==> src/rtl/spi_pkg.sv <==
// Shared definitions for the SPI-to-RAM path: FSM states, command opcodes
// and default word widths.
package spi_pkg;

  typedef enum logic [2:0] {
    IDLE      = 3'd0,
    CHK_CMD   = 3'd1,
    WRITE     = 3'd2,
    READ_ADD  = 3'd3,
    READ_DATA = 3'd4
  } spi_state_e;

  // Opcode in rx_data[9:8]; the RAM decodes these, the slave only forwards them.
  localparam logic [1:0] WR_ADDR = 2'b00;
  localparam logic [1:0] WR_DATA = 2'b01;
  localparam logic [1:0] RD_ADDR = 2'b10;
  localparam logic [1:0] RD_DATA = 2'b11;

  localparam int DEF_CMD_W  = 10;
  localparam int DEF_DATA_W = 8;

endpackage

==> src/rtl/spi_slave.sv <==
// SPI slave: deserializes MOSI frames into command words for the RAM and
// serializes the RAM's read byte back on MISO for read-data frames.
module spi_slave
  import spi_pkg::*;
#(
  parameter int CMD_W  = DEF_CMD_W,
  parameter int DATA_W = DEF_DATA_W
) (
  input  logic              clk,
  input  logic              rst_n,
  input  logic              SS_n,
  input  logic              MOSI,
  output logic              MISO,
  output logic [CMD_W-1:0]  rx_data,
  output logic              rx_valid,
  input  logic [DATA_W-1:0] tx_data,
  input  logic              tx_valid,
  output logic [2:0]        dbg_state,
  output logic              dbg_rd_addr_seen
);

  localparam int BIT_CNT_W = $clog2(CMD_W);
  localparam int TX_CNT_W  = $clog2(DATA_W + 1);

  spi_state_e            state, state_nxt;
  logic [BIT_CNT_W-1:0]  bit_cnt;
  logic [CMD_W-2:0]      shift_reg;
  logic                  rx_done;
  logic [DATA_W-1:0]     tx_shift;
  logic [TX_CNT_W-1:0]   tx_cnt;
  logic                  tx_loaded;
  logic                  tx_done;
  logic                  rd_addr_seen;

  assign dbg_state        = state;
  assign dbg_rd_addr_seen = rd_addr_seen;

  always_ff @(posedge clk or negedge rst_n) begin
    if (!rst_n) state <= IDLE;
    else        state <= state_nxt;
  end

  always_comb begin
    state_nxt = state;
    case (state)
      IDLE:    if (!SS_n) state_nxt = CHK_CMD;
      CHK_CMD: begin
        if (SS_n)              state_nxt = IDLE;
        else if (!MOSI)        state_nxt = WRITE;
        else if (rd_addr_seen) state_nxt = READ_DATA;
        else                   state_nxt = READ_ADD;
      end
      WRITE, READ_ADD, READ_DATA: if (SS_n) state_nxt = IDLE;
      default: state_nxt = IDLE;
    endcase
  end

  // Receive and transmit datapath. SS_n high drops any partial word and
  // transmit progress but keeps rd_addr_seen so a read-data frame can be retried.
  always_ff @(posedge clk or negedge rst_n) begin
    if (!rst_n) begin
      bit_cnt      <= '0;
      shift_reg    <= '0;
      rx_done      <= 1'b0;
      rx_data      <= '0;
      rx_valid     <= 1'b0;
      tx_shift     <= '0;
      tx_cnt       <= '0;
      tx_loaded    <= 1'b0;
      tx_done      <= 1'b0;
      MISO         <= 1'b0;
      rd_addr_seen <= 1'b0;
    end else begin
      rx_valid <= 1'b0;
      if (state == IDLE || SS_n) begin
        bit_cnt   <= '0;
        rx_done   <= 1'b0;
        tx_cnt    <= '0;
        tx_loaded <= 1'b0;
        tx_done   <= 1'b0;
        MISO      <= 1'b0;
      end else if (state != CHK_CMD) begin
        if (!rx_done) begin
          shift_reg <= {shift_reg[CMD_W-3:0], MOSI};
          if (bit_cnt == BIT_CNT_W'(CMD_W - 1)) begin
            rx_data  <= {shift_reg, MOSI};
            rx_valid <= 1'b1;
            rx_done  <= 1'b1;
            bit_cnt  <= '0;
            if (state == READ_ADD) rd_addr_seen <= 1'b1;
          end else begin
            bit_cnt <= bit_cnt + 1'b1;
          end
        end else if (state == READ_DATA && !rx_valid) begin
          // tx_valid is only looked at after the strobe cycle and before shifting starts.
          if (!tx_loaded) begin
            if (tx_valid) begin
              tx_shift  <= tx_data;
              tx_loaded <= 1'b1;
            end
          end else if (!tx_done) begin
            MISO     <= tx_shift[DATA_W-1];
            tx_shift <= {tx_shift[DATA_W-2:0], 1'b0};
            tx_cnt   <= tx_cnt + 1'b1;
            if (tx_cnt == TX_CNT_W'(DATA_W - 1)) begin
              tx_done      <= 1'b1;
              rd_addr_seen <= 1'b0;
            end
          end else begin
            MISO <= 1'b0;
          end
        end
      end
    end
  end

endmodule
==> config.mk <==
export PLATFORM = sky130hd
export DESIGN_NAME = spi_slave
export DESIGN_NICKNAME = d
export VERILOG_FILES = /design/src/rtl/spi_pkg.sv /design/src/rtl/spi_slave.sv
export SDC_FILE = /design/constraint.sdc
export NUM_CORES = 1
export LEC_CHECK = 0
export CAP_MARGIN = 20
export CORE_ASPECT_RATIO = 2
export CORE_MARGIN = 3
export CORE_UTILIZATION = 30
export CTS_BUF_LIST = sky130_fd_sc_hd__clkbuf_2
export CTS_CLUSTER_DIAMETER = 150
export DETAILED_ROUTE_END_ITERATION = 10
export GPL_TIMING_DRIVEN = 0
export PLACE_DENSITY = 0.53
export SLEW_MARGIN = 30
export SYNTH_ARGS = -nofsm -noshare
export SYNTH_HDL_FRONTEND = slang
export SYNTH_SLANG_ARGS = --single-unit
==> constraint.sdc <==
create_clock -name clk -period 2.4 [get_ports clk]
set_input_delay 0.36 -clock clk [delete_from_list [all_inputs] [get_ports clk]]
set_output_delay 0.36 -clock clk [all_outputs]
set_load 0.05 [all_outputs]
==> qor.csv, run 1 <==
stage;metric;value;unit
synth;synth.net_count;185;
min_path;hold_class;input port to async pin;
worst_setup_path;worstPathArrival;2.54;ns
synth;syn_area;2050;sq um
placed_design;dp_hpwl;2840;microns
sta;post-route-period-util;91.9;%
worst_setup_path;critPathMaxFanout;10;
synth;avgSynthCellArea;12.2;sq um
worst_setup_path;start_kind;flip-flop;
sta;tightest_slew;0.680;ns
routing;drc;0;
floorplanning;die-area;7940;sq um
clock_tree;cts_buffer_depth;2;
cells_and_area;largest_register_ffs;10;
routing;via_per_inst;4.77;
global_route;grt_max_degree;45;
clock_tree;cts_buffers;5;
sta;fin_ws;0.195;ns
cells_and_area;drive_gt1_share;23.8;%
routing;routed-via-count;1403;
sta;finalHoldViolCount;0;
synth;synth_async_sr_flop_share;100;%
synth;synthTopCellsByArea;dfrtp_1, mux2_2, a21oi_1;
sta;setup_violations;0;
power;cellLeakagePower;1.07;nW
cells_and_area;area_delta_synth_final;23.0;%
floorplanning;row_count;42;
synth;yosysTopAreaCell;dfrtp_1;
cells_and_area;fin_nets;221;
worst_setup_path;crit_chain;buf_2, or4b_4, a2111oi_4, mux2_2;
global_route;grt_usage;10.9;%
worst_setup_path;cp.required;2.73;ns
sta;period_minus_slack;2.21;ns
synth;synth_edf_count;0;
power;p_comb_share;12.8;%
clock_tree;cts_sinks;44;
synth;ys_ff_latch;44;
global_route;grt_pass1_wl;6720;microns
power;netSwitchingFraction;26.0;%
power;ir_drop;0.360;mV
synth;synth-main-ff-cell;dfrtp_1;
power;p_int;0.00110;W
clock_tree;htreeDepth;2;
worst_setup_path;cp-end-kind;flip-flop;
clock_tree;post_cts_buffers;0;
synth;seq_area_frac_synth;53.6;%
flow_run;drv_cap;0;
clock_tree;clock_latency;0.41;ns
floorplanning;chipWidth;64.5;microns
global_route;grt-ovfl-total;0;
routing;drt_iter0_drc;37;
placed_design;place_ws;0.0750;ns
floorplanning;start_util;31.0;%
synth;syn_inst;169;
power;power.density;587;nW/um^2
sta;timing.fmax;453;MHz
power;power_switching;0.000385;W
routing;detail_route.wl_per_cell;13.5;microns
synth;synth_top_area_share;53.6;%
run_status;status;completed;
placed_design;io_buffers;28;
sta;maxSlewHeadroom;54.7;%
floorplanning;ios;29;
synth;ys_types;41;
routing;firstDrtPassIters;4;
sta;finClkSkew;0.0159;ns
clock_tree;cts_tree;built;
clock_tree;clkTransAtPathRegs;0.23;ns
worst_setup_path;crit_path_max_incr_delay;0.55;ns
placed_design;place_congestion;0.766;
cells_and_area;antennaDiodeCount;0;
floorplanning;fp.coreArea;6620;sq um
sta;drv_slew;0;
synth;yosys_warnings;0;
sta;totalNegativeSetupSlack;0;ns
worst_setup_path;critical_path_class;flip-flop to flip-flop;
global_route;first_global_vias;1406;
sta;rsz0062_at_grt;no;
clock_tree;cts-root-buf;clkbuf_2;
routing;routed_wl;3980;microns
global_route;antenna_found_initial;0;
placed_design;placed_area;2440;sq um
worst_setup_path;crit_slowest_cell;or4b_4;
routing;ant_nets;0;
power;clkPwrFrac;28.1;%
cells_and_area;finalInstanceArea;2530;sq um
power;sequentialPowerShare;59.1;%
floorplanning;chipHeight;123;microns
cell type report:
cell class | count | area, sq um
Sequential cell | 44 | 1100
Fill cell | 682 | 4100
Clock buffer | 5 | 25.0
Inverter | 9 | 33.8
Timing Repair Buffer | 29 | 288
Buffer | 10 | 40.0
Multi-Input combinational cell | 106 | 886
Tap cell | 88 | 110
Clock inverter | 3 | 42.5
timing repair:
item                                   CTS  global route
gates resized for setup                  0             3
endpoints found under the hold margin   44             0
hold buffers                             1             0
setup endpoints to repair                0            16
routing by layer:
metal	vias up	GRT usage [%]	part of all wire [%]
met5	-	0	0
met4	0	4.37	1.5
met3	5	2.73	4.2
met2	24	19.8	53
met1	691	11.8	41
li1	683	-	-
cells by family after synthesis:
family	count (synthesis)	share of synthesized area [%]
buffers and inverters	19	3.53
multiplexers	34	18.5
AND/OR/NAND/NOR	37	11.6
flip-flops	44	53.6
AO/OA/AOI/OAI	32	11.0
adder cells (fa/ha/maj)	3	1.83
per-stage QoR:
stage,instances,power [W],util (%),hold WS (ns)
2_1_floorplan,169,0.000998,-,0.0644
3_3_place_gp,285,0.00108,36.9,0.484
3_5_place_dp,285,0.00109,36.9,0.407
4_1_cts,294,0.00151,38.1,0.449
5_1_grt,294,0.00157,38.2,0.452
6_report,294,0.00148,38.2,0.451
path summary, 6_finish.rpt:
| path | slack [ns] | start | to | depth (start not counted) |
|---|---|---|---|---|
| min | 0.45 | rst_n | dbg_rd_addr_seen | 2 |
| max in group asynchronous | 1.57 | rst_n | MISO | 2 |
| min reg2reg | 0.53 | shift_reg[8] | shift_reg[8] | 1 |
| min in group clk | 0.53 | shift_reg[8] | shift_reg[8] | 1 |
| max reg2reg | 0.19 | dbg_state[0] | tx_shift[3] | 4 |
| max | 0.19 | dbg_state[0] | tx_shift[3] | 4 |
cells in the final DEF (no fill, tap or decap), types with 3 or more instances in the layout:
cell type,count
a21oi_1,9
a31oi_1,3
clkbuf_1,7
clkbuf_2,6
clkdlybuf4s50_1,27
dfrtp_1,44
ha_1,3
inv_1,9
mux2_2,32
nand2_1,4
nor2_1,4
nor2b_1,3
nor3_1,3
o21ai_0,6
or4_1,3
power groups by stage:
stage / registers (W) / clock network [W] / logic [W]
after CTS: 0.000878 / 0.000438 / 0.000194
final: 0.000876 / 0.000417 / 0.000189
after floorplan: 0.000884 / 0 / 0.000114
after detailed placement: 0.000893 / 0 / 0.000192
after global routing: 0.000888 / 0.000472 / 0.000208
after global placement: 0.000893 / 0 / 0.000190
cell usage after synthesis (2+ instances only):
| library cell | n |
|---|---|
| ha_1 | 3 |
| a31oi_1 | 3 |
| nand2_1 | 4 |
| dfrtp_1 | 44 |
| nor2_1 | 4 |
| inv_1 | 9 |
| o21ai_0 | 6 |
| or3b_2 | 2 |
| mux2_2 | 32 |
| a211oi_1 | 2 |
| nor3_1 | 4 |
| o21bai_1 | 2 |
| nand2b_1 | 2 |
| clkbuf_1 | 8 |
| a21oi_1 | 9 |
| mux2i_1 | 2 |
| or4_1 | 3 |
| nor2b_1 | 3 |
| nand3b_1 | 2 |
| or3_1 | 2 |
| nand3_1 | 2 |
| o31ai_1 | 2 |
worst max-delay path: cells and delay by family, from the launching register on:
kind	cells	cell delay, ns
flops	1	0.43
compound gates	1	0.55
simple gates	1	0.55
mux	1	0.41
buf+inv	1	0.18
(Power assumes the default switching activity.)
==> run 2: changes to the inputs <==
--- a/config.mk
+++ b/config.mk
@@ -5,7 +5,7 @@
 export SDC_FILE = /design/constraint.sdc
 export NUM_CORES = 1
 export LEC_CHECK = 0
-export CAP_MARGIN = 20
+export CAP_MARGIN = 10
 export CORE_ASPECT_RATIO = 2
 export CORE_MARGIN = 3
 export CORE_UTILIZATION = 30
==> results of run 2 <==
Final layout, timing and power as in run 1 (identical DEF).
